File: src/rtl/ddr3_cmd_sequencer.sv
// DDR3 command sequencer: power-up init, closed-page read/write sequencing and
// periodic auto-refresh. Every DDR3 pin and datapath strobe leaves a flop.
module ddr3_cmd_sequencer #(
  parameter int BANK_WIDTH  = 3,
  parameter int ROW_WIDTH   = 13,
  parameter int COL_WIDTH   = 10,
  parameter int INIT_CYCLES = 500,
  parameter int tRCD        = 6,
  parameter int tRAS        = 15,
  parameter int tRW2PRE     = 8,
  parameter int tRP         = 6,
  parameter int tRFC        = 44,
  parameter int tREFI       = 3120
) (
  input  logic                                     CLK,
  input  logic                                     RST,
  input  logic                                     REQ_VALID,
  output logic                                     REQ_READY,
  input  logic                                     REQ_WRITE,
  input  logic [ROW_WIDTH+BANK_WIDTH+COL_WIDTH-1:0] REQ_ADDR,
  output logic                                     CKE,
  output logic                                     CS_N,
  output logic                                     RAS_N,
  output logic                                     CAS_N,
  output logic                                     WE_N,
  output logic [BANK_WIDTH-1:0]                    BA,
  output logic [ROW_WIDTH-1:0]                     ADDR,
  output logic                                     CMD_RD,
  output logic                                     CMD_WR,
  output logic                                     INIT_DONE
);

  function automatic int max2(input int a, input int b);
    return (a > b) ? a : b;
  endfunction

  localparam int CNT_MAX = max2(max2(max2(INIT_CYCLES, tRCD), max2(tRAS, tRW2PRE)),
                                max2(tRP, tRFC));
  localparam int CNT_W   = $clog2(CNT_MAX + 1);
  localparam int REFI_W  = $clog2(tREFI + 1);

  localparam logic [CNT_W-1:0]  CNT_SAT   = CNT_W'(CNT_MAX);
  localparam logic [REFI_W-1:0] REFI_LAST = REFI_W'(tREFI - 1);

  // {CS_N, RAS_N, CAS_N, WE_N}
  typedef enum logic [3:0] {
    C_NOP   = 4'b0111,
    C_ACT   = 4'b0011,
    C_READ  = 4'b0101,
    C_WRITE = 4'b0100,
    C_PRE   = 4'b0010,
    C_REF   = 4'b0001
  } cmd_e;

  typedef enum logic [3:0] {
    S_INIT_WAIT, S_INIT_PRE, S_INIT_REF, S_IDLE,
    S_ACT, S_WAIT_RCD, S_RW, S_WAIT_PRE,
    S_PRE, S_WAIT_RP, S_REF, S_WAIT_RFC
  } state_e;

  state_e                state_q, state_d;
  logic [CNT_W-1:0]      cnt_q, cnt_d;          // cycles since the last command
  logic [CNT_W-1:0]      act_cnt_q, act_cnt_d;  // cycles since ACT
  logic [REFI_W-1:0]     refi_q, refi_d;
  logic                  ref_pend_q, ref_pend_d;
  logic                  cke_q, cke_d;
  logic                  init_done_q, init_done_d;
  cmd_e                  cmd_q, cmd_d;
  logic [BANK_WIDTH-1:0] ba_q, ba_d;
  logic [ROW_WIDTH-1:0]  addr_q, addr_d;
  logic                  rd_q, rd_d;
  logic                  wr_q, wr_d;
  logic [ROW_WIDTH-1:0]  row_q, row_d;
  logic [BANK_WIDTH-1:0] bank_q, bank_d;
  logic [COL_WIDTH-1:0]  col_q, col_d;
  logic                  write_q, write_d;
  logic                  ref_issue;

  // True when a command issued on the next cycle would be n cycles after the
  // one that reset counter c; n = 1 therefore fires straight away.
  function automatic logic due(input logic [CNT_W-1:0] c, input int n);
    return (int'(c) + 1) >= n;
  endfunction

  assign REQ_READY = (state_q == S_IDLE) && init_done_q && !ref_pend_q;

  // NOTE: every signal driven here gets a default before the case statement,
  // otherwise a path that skips an assignment infers a latch.
  always_comb begin
    state_d     = state_q;
    cnt_d       = (cnt_q == CNT_SAT) ? cnt_q : cnt_q + 1'b1;
    act_cnt_d   = (act_cnt_q == CNT_SAT) ? act_cnt_q : act_cnt_q + 1'b1;
    refi_d      = refi_q;
    cke_d       = cke_q;
    init_done_d = init_done_q;
    cmd_d       = C_NOP;
    ba_d        = '0;
    addr_d      = '0;
    rd_d        = 1'b0;
    wr_d        = 1'b0;
    row_d       = row_q;
    bank_d      = bank_q;
    col_d       = col_q;
    write_d     = write_q;
    ref_issue   = 1'b0;

    case (state_q)
      S_INIT_WAIT: if (due(cnt_q, INIT_CYCLES)) begin
        state_d     = S_INIT_PRE;
        cke_d       = 1'b1;
        cmd_d       = C_PRE;
        addr_d[10]  = 1'b1;
        cnt_d       = '0;
      end
      S_INIT_PRE: if (due(cnt_q, tRP)) begin
        state_d = S_INIT_REF;
        cmd_d   = C_REF;
        cnt_d   = '0;
      end
      S_INIT_REF: if (due(cnt_q, tRFC)) begin
        state_d     = S_IDLE;
        init_done_d = 1'b1;
      end
      S_IDLE: begin
        // Pending refresh wins over a request presented in the same cycle.
        if (ref_pend_q) begin
          state_d   = S_REF;
          cmd_d     = C_REF;
          cnt_d     = '0;
          ref_issue = 1'b1;
        end else if (REQ_VALID && REQ_READY) begin
          row_d     = REQ_ADDR[ROW_WIDTH+BANK_WIDTH+COL_WIDTH-1 -: ROW_WIDTH];
          bank_d    = REQ_ADDR[BANK_WIDTH+COL_WIDTH-1 -: BANK_WIDTH];
          col_d     = REQ_ADDR[COL_WIDTH-1:0];
          write_d   = REQ_WRITE;
          state_d   = S_ACT;
          cmd_d     = C_ACT;
          ba_d      = REQ_ADDR[BANK_WIDTH+COL_WIDTH-1 -: BANK_WIDTH];
          addr_d    = REQ_ADDR[ROW_WIDTH+BANK_WIDTH+COL_WIDTH-1 -: ROW_WIDTH];
          cnt_d     = '0;
          act_cnt_d = '0;
        end
      end
      S_ACT, S_WAIT_RCD: begin
        if (due(cnt_q, tRCD)) begin
          state_d                 = S_RW;
          cmd_d                   = write_q ? C_WRITE : C_READ;
          rd_d                    = !write_q;
          wr_d                    = write_q;
          ba_d                    = bank_q;
          addr_d[COL_WIDTH-1:0]   = col_q;
          addr_d[10]              = 1'b0;
          cnt_d                   = '0;
        end else begin
          state_d = S_WAIT_RCD;
        end
      end
      S_RW, S_WAIT_PRE: begin
        if (due(act_cnt_q, tRAS) && due(cnt_q, tRW2PRE)) begin
          state_d = S_PRE;
          cmd_d   = C_PRE;
          ba_d    = bank_q;
          cnt_d   = '0;
        end else begin
          state_d = S_WAIT_PRE;
        end
      end
      S_PRE, S_WAIT_RP:  state_d = due(cnt_q, tRP)  ? S_IDLE : S_WAIT_RP;
      S_REF, S_WAIT_RFC: state_d = due(cnt_q, tRFC) ? S_IDLE : S_WAIT_RFC;
      default:           state_d = S_INIT_WAIT;
    endcase

    // A fresh expiry always leaves pending set, so a coincident REF cannot
    // swallow the next interval and repeated expiries collapse into one REF.
    ref_pend_d = ref_pend_q && !ref_issue;
    if (init_done_q) begin
      if (refi_q == REFI_LAST) begin
        refi_d     = '0;
        ref_pend_d = 1'b1;
      end else begin
        refi_d = refi_q + 1'b1;
      end
    end
  end

  // NOTE: sequential state uses non-blocking assignments so every flop samples
  // pre-edge values regardless of statement order.
  always_ff @(posedge CLK or posedge RST) begin
    if (RST) begin
      state_q     <= S_INIT_WAIT;
      cnt_q       <= '0;
      act_cnt_q   <= '0;
      refi_q      <= '0;
      ref_pend_q  <= 1'b0;
      cke_q       <= 1'b0;
      init_done_q <= 1'b0;
      cmd_q       <= C_NOP;
      ba_q        <= '0;
      addr_q      <= '0;
      rd_q        <= 1'b0;
      wr_q        <= 1'b0;
      row_q       <= '0;
      bank_q      <= '0;
      col_q       <= '0;
      write_q     <= 1'b0;
    end else begin
      state_q     <= state_d;
      cnt_q       <= cnt_d;
      act_cnt_q   <= act_cnt_d;
      refi_q      <= refi_d;
      ref_pend_q  <= ref_pend_d;
      cke_q       <= cke_d;
      init_done_q <= init_done_d;
      cmd_q       <= cmd_d;
      ba_q        <= ba_d;
      addr_q      <= addr_d;
      rd_q        <= rd_d;
      wr_q        <= wr_d;
      row_q       <= row_d;
      bank_q      <= bank_d;
      col_q       <= col_d;
      write_q     <= write_d;
    end
  end

  assign CKE                       = cke_q;
  assign {CS_N, RAS_N, CAS_N, WE_N} = cmd_q;
  assign BA                        = ba_q;
  assign ADDR                      = addr_q;
  assign CMD_RD                    = rd_q;
  assign CMD_WR                    = wr_q;
  assign INIT_DONE                 = init_done_q;

endmodule
File: config.mk
export PLATFORM = sky130hd
export DESIGN_NAME = ddr3_cmd_sequencer
export DESIGN_NICKNAME = d
export VERILOG_FILES = /design/src/rtl/ddr3_cmd_sequencer.sv
export SDC_FILE = /design/constraint.sdc
export NUM_CORES = 1
export LEC_CHECK = 0
export CAP_MARGIN = 20
export CORE_MARGIN = 5
export CORE_UTILIZATION = 54
export DETAILED_ROUTE_END_ITERATION = 12
export PLACE_DENSITY = 0.8
export RECOVER_POWER = 25
export SLEW_MARGIN = 15
export SYNTH_ARGS = -nofsm -noshare
export SYNTH_HDL_FRONTEND = slang
export SYNTH_SLANG_ARGS = --single-unit
File: constraint.sdc
create_clock -name CLK -period 3.3 [get_ports CLK]
set_clock_uncertainty 0.05 [all_clocks]
set_input_delay 0.33 -clock CLK [delete_from_list [all_inputs] [get_ports CLK]]
set_output_delay 0.33 -clock CLK [all_outputs]
set_load 0.1 [all_outputs]
After elaboration in Yosys (flattened, before gate mapping)

Cells that the tools add are included.

Register bits: 73
Output and inout port bits: 25
Logic and storage cells: 112

Add/sub/neg operators: 5
Order comparisons: 5
Equal/unequal tests: 18
Mux-type cells: 50
Bitwise logic cells: 1
Reduce and logical (&&, ||, !) cells: 18

Operator list:

| cell                  | number |
|---|---|
| $mux 9                | 10 |
| $pmux 9 s4            | 1 |
| $ge 32x10->1 const B  | 1 |
| $ge 32x4->1 const B   | 1 |
| $ge 32x5->1 const B   | 1 |
| $mux 4                | 8 |
| $pmux 4 s8            | 1 |
| $mux 3                | 9 |
| $mux 13               | 2 |
| $add 9x1->10 const B  | 2 |
| $pmux 10 s2           | 1 |
| $add 9x1->9 const B   | 2 |
| $eq 9x9->1 const B    | 2 |
| $eq 4x3->1 const B    | 4 |
| $eq 4x4->1 const B    | 4 |
| $pmux 3 s5            | 1 |
| $add 12x1->12 const B | 1 |
| $eq 12x12->1 const B  | 1 |
| $mux 12               | 1 |
| $ge 10x4->1 const B   | 1 |
| $ge 10x6->1 const B   | 1 |
| $mux 1                | 10 |
| $mux 10               | 1 |
| $pmux 3 s3            | 1 |
| 15 further kinds      | 30 |

Depth between registers and ports, before layout

Word-level depth: 7
Gate-level depth with buffers: 10

Least setup slack after synthesis

No wires, ideal clock.

Path kind: flip-flop to flip-flop
Start point: reg cnt_q[0]
End point: reg state_q[1]
Library setup time: 0.125 ns
Arrival: 2.427 ns
Slack: 0.698 ns
Stages on the path, launching flop included: 10
Path buffers: 1
Cells stage by stage: dfrtp_1 ha_1 and3_1 buf_4 xnor2_1 or4_1 a311o_1 a32oi_1 nand2_1 mux2_4

Word-level cells in the longest chain between the ends: 5

RTL lines:

| item                   | line | RTL |
|---|---|---|
| start, declared        | 62   | `logic [CNT_W-1:0] cnt_q, cnt_d;` |
| start signal, assigned | 208  | `cnt_q <= cnt_d;` |
| $add 9x1->10 *         | 82   | `return (int'(c) + 1) >= n;` |
| $ge 32x5->1            | 82   |  |
| $logic_and 1x1->1      | 159  | `if (due(act_cnt_q, tRAS) && due(cnt_q, tRW2PRE)) begin` |
| $mux 4                 | 159  |  |
| $pmux 4 s8             | 107  | `case (state_q)` |
| end signal, assigned   | 207  | `state_q <= state_d;` |
| end, declared          | 61   | `state_e state_q, state_d;` |

Every way passes the cells marked *; elsewhere a longest branch is shown, timed or not.
A chain may end at the register's enable or synchronous reset.

Final worst setup path

Start point: reg cnt_q[0]
End point: reg ba_q[0] (netlist: BA[0])

Word-level cells in the longest chain between the ends: 5

RTL lines:

| item                 | line | RTL |
|---|---|---|
| $add 9x1->10 *       | 82   |  |
| $ge 32x5->1          | 82   |  |
| $logic_and 1x1->1    | 159  |  |
| $mux 3               | 159  |  |
| $pmux 3 s3 *         | 107  |  |
| named net ba_d[0]    | 69   | `logic [BANK_WIDTH-1:0] ba_q, ba_d;` |
| end signal, assigned | 198  | `ba_q <= '0;` |
| end signal, assigned | 215  | `ba_q <= ba_d;` |
| end, declared        | 69   |  |

The timed path passes the listed nets; every way through them passes the cells marked *.

==> out/metrics.yaml <==
outcome:
  status: "complete, no violations"
power_and_ir_drop:
  vdd_drop_max_mv: 0.429
  totalPowerFinal_mw: 2.96
  p_leak_nw: 1.94
  p_per_area_nw_per_um2: 676
synthesis:
  synth.avg_cell_area_sq_um: 10.2
  syn-instance-count: 357
  synth.distinct_cells: 55
  synth_area_sq_um: 3660
  yosys_warnings: 0
  synth_flop_cell: "dfrtp_1"
  syn-num-nets: 394
  synth_edf_count: 0
  ys_async_sr_fraction_pct: 100
  ys_seq_area_share_pct: 49.4
  ys_ff_latch: 72
grt:
  antenna_found_initial: 0
  grt_pass1_vias: 2731
  met3_usage_pct: 4.18
  grt-ovfl-total: 0
  grtUsageMet1_pct: 26.0
  grtUsageTotal_pct: 19.0
  grt_use_met2_pct: 29.4
  top_usage_layer: "met2"
  grt_max_degree: 41
  grt_pass1_wl_um: 13100
critical_path:
  cp-start-kind: "flop"
  critical_path_class: "flop to flop"
  end_kind: "flop"
  crit_path_max_fanout: 9
  crit_arrival_ns: 3.08
  crit_end: "BA[0]"
  cp-startpoint: "cnt_q[0]"
  crit_required_ns: 3.54
  r2r-start: "cnt_q[0]"
  ff2ff_path_depth: 8
  r2r_end: "BA[0]"
  rrSetupSlack_ns: 0.46
placement:
  place_congestion: 0.897
  port_buffers: 53
  hpwl_um: 5420
  placed_area_sq_um: 4210
finish:
  layout_commonest_cell: "dfrtp_1"
  fillCellCount: 531
  drive_gt1_share_pct: 13.0
  final_util_pct: 65.6
  finish.instance_area_sq_um: 4380
  register_area_sq_um: 1810
  area_delta_synth_final_pct: 19.8
  fin_nets: 441
  final_cell_mix: "69 x dfrtp_1, 49 x clkdlybuf4s50_1, 35 x nor2_1"
  diodes: 0
  multi_input_area_sq_um: 1710
cts:
  clock_sinks: 72
  clk_latency_ns: 0.34
  cts_tree: "yes"
  cts_hold_buffers: 0
  cts_root_buf: "clkbuf_8"
  cts_buffers: 9
  path_clk_slew_ns: 0.08
  cts_setup_buffers: 0
  cts-htree-levels: 3
  cts_resized: 0
  cts_max_path_buffers: 2
run:
  cap_violations: 0
timing:
  max_freq_mhz: 352
  tightest_slew_ns: 1.46
  rsz0062_at_grt: "no"
  holdWs_ns: 0.419
  period_needed_ns: 2.84
  maxSlewViolCount: 0
  maxSlewHeadroom_pct: 2.57
  final.period_utilization_pct: 86.0
  setup_viol: 0
  tns_ns: 0
  hold_violations: 0
floorplanning:
  fp.dieH_um: 92.3
  boundaryPins: 55
  placementRows: 30
  dieArea_sq_um: 8520
  start_util_pct: 54.7
  core_sq_um: 6680
  die_w_um: 92.3
hold_path:
  worstHoldPathCells: 1
  hold_path.class: "flop to flop"
detailed_routing:
  routed_wl_um: 7520
  num_vias: 2749
  first_pass_iters: 4
  via_per_inst: 5.62
  drc_errors: 0
  wl_per_cell_um: 15.4
  drtIter0Drc: 126
  ant_nets: 0
Yosys cell counts (2+ instances only):
cell / number / share of area (%)
dfrtp_1: 69 / 47
nor2_1: 36 / 3.7
nand2_1: 30 / 3.1
mux2_2: 17 / 5.2
xnor2_1: 16 / 3.8
a22o_1: 13 / 3.1
inv_1: 13 / 1.3
o21ai_0: 13 / 1.8
clkbuf_1: 10 / 1.0
nand4_1: 10 / 1.7
and3_1: 9 / 1.5
nand2b_1: 8 / 1.4
xor2_1: 8 / 1.9
and2_1: 7 / 1.2
ha_1: 7 / 2.4
nand3_1: 7 / 0.96
a21oi_1: 5 / 0.68
nor3_1: 5 / 0.68
a21o_1: 4 / 0.82
a31oi_1: 4 / 0.68
buf_1: 4 / 0.41
buf_4: 4 / 0.82
nor2b_1: 4 / 0.68
or3_1: 4 / 0.68
a31o_2: 3 / 0.72
buf_2: 3 / 0.41
dfstp_2: 3 / 2.2
or4_1: 3 / 0.62
a2111oi_0: 2 / 0.48
a211o_1: 2 / 0.48
a311oi_1: 2 / 0.48
and4_1: 2 / 0.48
mux2i_1: 2 / 0.55
nand4b_1: 2 / 0.48
nor4_1: 2 / 0.34
o21a_1: 2 / 0.41
o31a_1: 2 / 0.48
o31ai_1: 2 / 0.41
or2_2: 2 / 0.34
area by class of cell:
type	instances	area share, %
Multi-Input combinational cell	251	39.0
Clock inverter	7	1.06
Inverter	13	1.11
Sequential cell	72	41.2
Tap cell	80	2.29
Timing Repair Buffer	57	12.5
Clock buffer	9	2.83
how the worst min path moves through the flow:
stage,end,slack [ns],startpoint
after floorplan,CMD_RD,0.38,write_q
after global placement,CKE,0.40,CKE
after detailed placement,CKE,0.41,CKE
after CTS,CKE,0.42,CKE
after global routing,CKE,0.45,CKE
final,CKE,0.42,CKE
routing by layer:
| metal | up-vias | part of all wire [%] |
|---|---|---|
| met5 | - | 0 |
| met4 | 0 | 1.9 |
| met3 | 14 | 4.3 |
| met2 | 57 | 48 |
| met1 | 1327 | 46 |
| li1 | 1351 | - |
cell families (layout without fill, tap and decap cells):
logic type                 Yosys count  in the layout  share of synthesized area [%]
and+or+nand+nor                    134            134                           18.8
DFF                                 72             72                           49.4
AOI/OAI and AO/OA                   65             65                           13.3
buffers and inverters               34             86                           4.00
xor gates and xnor gates            24             24                           5.75
muxes                               20             20                           6.19
adders and majority gates            7              7                           2.40
other                                1              1                          0.103
metrics by stage:
stage / setup WS [ns] / instances
after floorplan: 0.698 / 357
after CTS: 0.452 / 489
final: 0.463 / 489
after detailed placement: 0.470 / 473
after global routing: 0.288 / 489
after global placement: 0.632 / 473
report_power, final:
group          switching (mW)  leakage (nW)  internal, mW
combinational           0.764         0.919         0.427
sequential              0.141         0.945          1.02
clock                   0.342        0.0814         0.271
total                    1.25          1.94          1.71
flip-flops by register name (all words and copies together) (netlist names):
signal,count
ADDR,13
refi_q,12
col_q,10
act_cnt_q,9
cnt_q,9
state_q,4
BA,3
bank_q,3
cmd_q,3
CKE,1
CMD_RD,1
CMD_WR,1
INIT_DONE,1
ref_pend_q,1
write_q,1
critical path, cell delays in order, from the launching register on:
cell and delay, ns:
dfrtp_1 0.47, ha_1 0.29, and3_1 0.25, and3_1 0.26, a31o_2 0.27, nand4_1 0.23
nor2b_1 0.54, nand2b_1 0.26, a22o_1 0.16
(Power assumes the default switching activity.)
==> edit 1 (same settings) <==
Set the parameter `INIT_CYCLES` to 125 (it was 500).
--- a/src/rtl/ddr3_cmd_sequencer.sv
+++ b/src/rtl/ddr3_cmd_sequencer.sv
@@ -5,5 +5,5 @@
   parameter int ROW_WIDTH   = 13,
   parameter int COL_WIDTH   = 10,
-  parameter int INIT_CYCLES = 500,
+  parameter int INIT_CYCLES = 125,
   parameter int tRCD        = 6,
   parameter int tRAS        = 15,
Check against the original RTL: same outputs for any inputs over 10 cycles, from zero or initial values and one cycle with RST high; that may be too few to reach the edited logic, so the function may still have changed.
==> edit 1 against the unedited design <==
The run now ends with max-capacitance violations, max-slew violations left; synthesized cell count decreased by 9.0%; synthesized area decreased by 4.2%; sequential cell count decreased by 4; core utilization increased by 1.2 points; wire length decreased by 6.7%; setup slack improved by 0.16 ns; die area decreased by 3.7%; combinational power increased by 13%; cell area decreased by 3.8%; total power increased by 6.1%; critical endpoint is now state_q[1]; largest cell class unchanged; largest power group unchanged.
==> edit 1: results (changes against the unedited design) <==
slowest stage delay, CP -> 0.49 ns (was 0.54 ns)
Total Nets Final -> 411 (was 441)
max-cap viol count -> 1 (was 0)
Hold Path Cell Cnt -> 1 (unchanged)
Fin Hold WS -> 0.421 ns (was 0.419 ns)
final RePlAce weighted congestion -> 0.882 (was 0.897)
initial drt markers -> 283 (was 126)
Area after DPL -> 0.00403 mm2 (was 0.00421 mm2)
Via density -> 5.78 (was 5.62)
GRT Util Overall -> 17.8% (was 19.0%)
Slew headroom -> -5.05% (was 2.57%)
status -> finished, violations left (was finished, final reports clean)
DP Wirelength -> 4.92 mm (was 5.42 mm)
VDD IR-drop max -> 0.000802 V (was 0.000429 V)
Post-Syn Nets -> 363 (was 394)
R2R cell count -> 7 (was 8)
Clk Latency, worst-skew pair -> 0.34 ns (about the same)
GRT met2 Usage -> 27.6% (was 29.4%)
setup total negative slack -> 0 ns (unchanged)
pre-CTS setup slack -> 0.661 ns (was 0.470 ns)
failing checks -> max-capacitance violations, max-slew violations
largest fanout on the critical path -> 11 (was 9)
Worst Path Arrival -> 2.85 ns (was 3.08 ns)
post-route setup slack -> 0.619 ns (was 0.463 ns)
Slew Limit Fails -> 69 (was 0)
Non-Filler Instances -> 454 (was 489)
Post-synth top cells -> dfrtp_1, nor2_1, nand2_1 (unchanged)
Syn Area/Cell -> 10.8 um2 (was 10.2 um2)
dpl cells -> 439 (was 473)
top post-synthesis cells by area -> dfrtp_1, mux2_2, a22o_1 (was dfrtp_1, mux2_2, xnor2_1)
Post-Route WL -> 7.02 mm (was 7.52 mm)
largest net degree at the start of global routing -> 69 (was 41)
vias in the first global route -> 2477 (was 2731)
sequential element share of the synthesized area -> 48.7% (was 49.4%)
first-pass GRT wire length -> 11.9 mm (was 13.1 mm)
Leakage -> 1.84 nW (was 1.94 nW)
worst setup path end -> state_q[1] (was BA[0])
## edit 1: cell types whose count changed in the layout (fill, tap and decap cells not counted), moves of 4 or more
cell and delta:
and3_1 -4, xnor2_1 -4, a211oi_1 +4, inv_1 -4
nand2b_1 -6, nand2_1 -13, a21oi_1 +9, nor2_1 -6
o21ai_0 -4, dfrtp_1 -4
## edit 1: stage by stage
step                      total power [mW]  utilization (%)
after global routing                  3.33             66.8
after floorplan                       2.20                -
final                                 3.14             66.8
after detailed placement              2.46             63.8
after CTS                             3.15             66.8
after global placement                2.44             63.8
## edit 1: cell type report
class / instances / area (um2)
clock buffers: 11 / 141
clock inverters: 4 / 50.0
fillers: 495 / 2100
inverters: 10 / 37.5
multi-input cells: 228 / 1640
flip-flops and latches: 68 / 1710
well taps: 77 / 96.3
repair buffers: 56 / 546
## edit 1: power breakdown
part	internal (mW)	leakage, nW	switching [mW]	total [mW]
registers	0.972	0.887	0.155	1.13
logic	0.475	0.864	0.865	1.34
clock network	0.364	0.0914	0.312	0.677
## edit 1: cells by family after synthesis
family                   Yosys count  synth area share (%)
flip-flops                        68                  48.7
AO/OA/AOI/OAI                     76                  17.5
XOR/XNOR                          22                  5.50
AND/OR/NAND/NOR                  104                  15.5
multiplexers                      17                  5.36
buffers and inverters             29                  4.54
adder cells (fa/ha/maj)            8                  2.86
other                              1                 0.107
## edit 1: per-layer routing
| layer | vias to the layer above | part of all wire, % |
|---|---|---|
| li1 | 1260 | - |
| met1 | 1257 | 43 |
| met2 | 97 | 48 |
| met3 | 11 | 7.1 |
| met4 | 0 | 1.6 |
| met5 | - | 0 |
==> edit 2 (same settings) <==
Without the edit above. Re-encode `state_e` (12 states) as one-hot, 12 bits wide.
--- a/src/rtl/ddr3_cmd_sequencer.sv
+++ b/src/rtl/ddr3_cmd_sequencer.sv
@@ -53,8 +53,8 @@
   } cmd_e;
 
-  typedef enum logic [3:0] {
-    S_INIT_WAIT, S_INIT_PRE, S_INIT_REF, S_IDLE,
-    S_ACT, S_WAIT_RCD, S_RW, S_WAIT_PRE,
-    S_PRE, S_WAIT_RP, S_REF, S_WAIT_RFC
+  typedef enum logic [11:0] {
+    S_INIT_WAIT = 12'b000000000001, S_INIT_PRE = 12'b000000000010, S_INIT_REF = 12'b000000000100, S_IDLE = 12'b000000001000,
+    S_ACT = 12'b000000010000, S_WAIT_RCD = 12'b000000100000, S_RW = 12'b000001000000, S_WAIT_PRE = 12'b000010000000,
+    S_PRE = 12'b000100000000, S_WAIT_RP = 12'b001000000000, S_REF = 12'b010000000000, S_WAIT_RFC = 12'b100000000000
   } state_e;
 
Function: same outputs for any inputs over 10 cycles, from zero or initial values and one cycle with RST high; not proved beyond that.
==> edit 2 against the unedited design <==
The run now ends with max-capacitance violations, max-slew violations left; setup slack lost 0.17 ns; sequential cell count grew 8; cell area rose by 9.8%; wire length up 11%; synthesized area grew 9.7%; final cell count rose by 10%.
Power is not compared: it rests on default switching activity, and its combinational part moved more than twofold at a synthesized area within 25%.
==> edit 2: results (changes against the unedited design) <==
status -> finished, violations left (was finished, final reports clean)
failing checks -> max-capacitance violations, max-slew violations
largest net degree at the start of global routing -> 43 (was 41)
final RePlAce weighted congestion -> 0.910 (was 0.897)
top post-synthesis cells by area -> dfrtp_1, mux2_2, nor2_1 (was dfrtp_1, mux2_2, xnor2_1)
Vias -> 3051 (was 2749)
Fin Hold WS -> 0.409 ns (was 0.419 ns)
Post-Route WL -> 8.35 mm (was 7.52 mm)
Post-Syn Nets -> 423 (was 394)
Area after DPL -> 0.00461 mm2 (was 0.00421 mm2)
vias in the first global route -> 2994 (was 2731)
R2R Setup Slk -> 0.29 ns (was 0.46 ns)
global-route met1 utilization -> 25.4% (was 26.0%)
initial drt markers -> 199 (was 126)
DP Wirelength -> 5.95 mm (was 5.42 mm)
pre-CTS setup slack -> 0.327 ns (was 0.470 ns)
Hold Path Cell Cnt -> 1 (unchanged)
share of layout cells above drive strength 1 -> 12.0% (was 13.0%)
max-cap viol count -> 1 (was 0)
drt pass-1 iters -> 5 (was 4)
worst reg2reg path startpoint -> cnt_q[1] (was cnt_q[0])
number of CTS-inserted buffers -> 9 (unchanged)
Slew Limit Fails -> 40 (was 0)
r2r endpoint -> cnt_q[4] (was BA[0])
Primary FF master, synth -> dfrtp_1 (unchanged)
sequential element share of the synthesized area -> 50.1% (was 49.4%)
met3 Use GR -> 6.33% (was 4.18%)
Total Nets Final -> 472 (was 441)
Yosys cell types -> 61 (was 55)
Post-synth top cells -> dfrtp_1, nor2_1, nand2_1 (unchanged)
GRT met2 Usage -> 30.6% (was 29.4%)
post-CTS setup buffers -> 0 (unchanged)
first-pass GRT wire length -> 14.0 mm (was 13.1 mm)
Hold Path End -> CMD_RD (was CKE)
GRT Util Overall -> 19.8% (was 19.0%)
hold_sp -> write_q (was CKE)
edit 2: cell count changes in the layout (fill, tap and decap cells not counted), sizes merged, moves of 3 or more:
cell    unedited run  this run
dfrtp             69        76
nor3               6        12
a31o               3         0
xor2               8        12
mux2              18        15
nand2             30        33
nand3              7        13
nor4               2         8
nor3b              0         3
a31oi              4         1
nand3b             0         3
edit 2: worst max-delay path: stages, from the launching register on:
cell and delay (ns):
dfrtp_1 0.46, ha_1 0.35, and3_4 0.27, nand3_1 0.11, xor2_1 0.21, a2111oi_1 0.52, nor3b_1 0.19, nor4_4 0.59
nor2_1 0.12
edit 2: through the flow:
step	total power, mW	std cells
floorplan	1.02	387
global placement	1.06	524
detailed placement	1.06	524
CTS	1.86	540
global route	1.90	540
finish	1.84	540
edit 2: how the worst max path moves through the flow:
stage	startpoint	endpoint	slack, ns	depth (start not counted)
after detailed placement	cnt_q[1]	cnt_q[4]	0.33	8
after global routing	cnt_q[1]	cnt_q[7]	0.05	8
after CTS	cnt_q[1]	cnt_q[4]	0.32	8
after floorplan	cnt_q[0]	state_q[2]	0.69	10
final	cnt_q[1]	cnt_q[4]	0.29	8
after global placement	cnt_q[0]	BA[0]	0.50	8
edit 2: cell families after synthesis:
logic type | Yosys count | share of synthesized area [%]
AO/OA/AOI/OAI | 65 | 12.1
XOR/XNOR | 26 | 5.68
adder cells (fa/ha/maj) | 6 | 1.87
buffers and inverters | 29 | 3.62
flip-flops | 80 | 50.1
multiplexers | 16 | 4.46
other | 1 | 0.0935
AND/OR/NAND/NOR | 164 | 22.1
edit 2: final cells by class:
| type | instances | area (um2) |
|---|---|---|
| clock buffers | 10 | 128 |
| clock inverters | 6 | 90.1 |
| inverters | 11 | 42.5 |
| fillers | 568 | 2440 |
| multi-input cells | 278 | 1860 |
| well taps | 99 | 124 |
| flip-flops and latches | 80 | 2010 |
| repair buffers | 56 | 558 |
edit 2: power groups by stage:
stage | clock network, mW | logic [mW] | registers, mW
2_1_floorplan | 0 | 0.0204 | 0.999
6_report | 0.801 | 0.0589 | 0.980
3_3_place_gp | 0 | 0.0627 | 0.999
4_1_cts | 0.814 | 0.0639 | 0.980
5_1_grt | 0.858 | 0.0656 | 0.980
3_5_place_dp | 0 | 0.0636 | 0.999
edit 2: per-layer routing:
layer  up-vias  share of wire [%]  wire length [um]
li1       1471                  -                 -
met1      1477                 42              3510
met2        91                 49              4120
met3        12                6.9               576
met4         0                1.7               140
met5         -                  0                 0
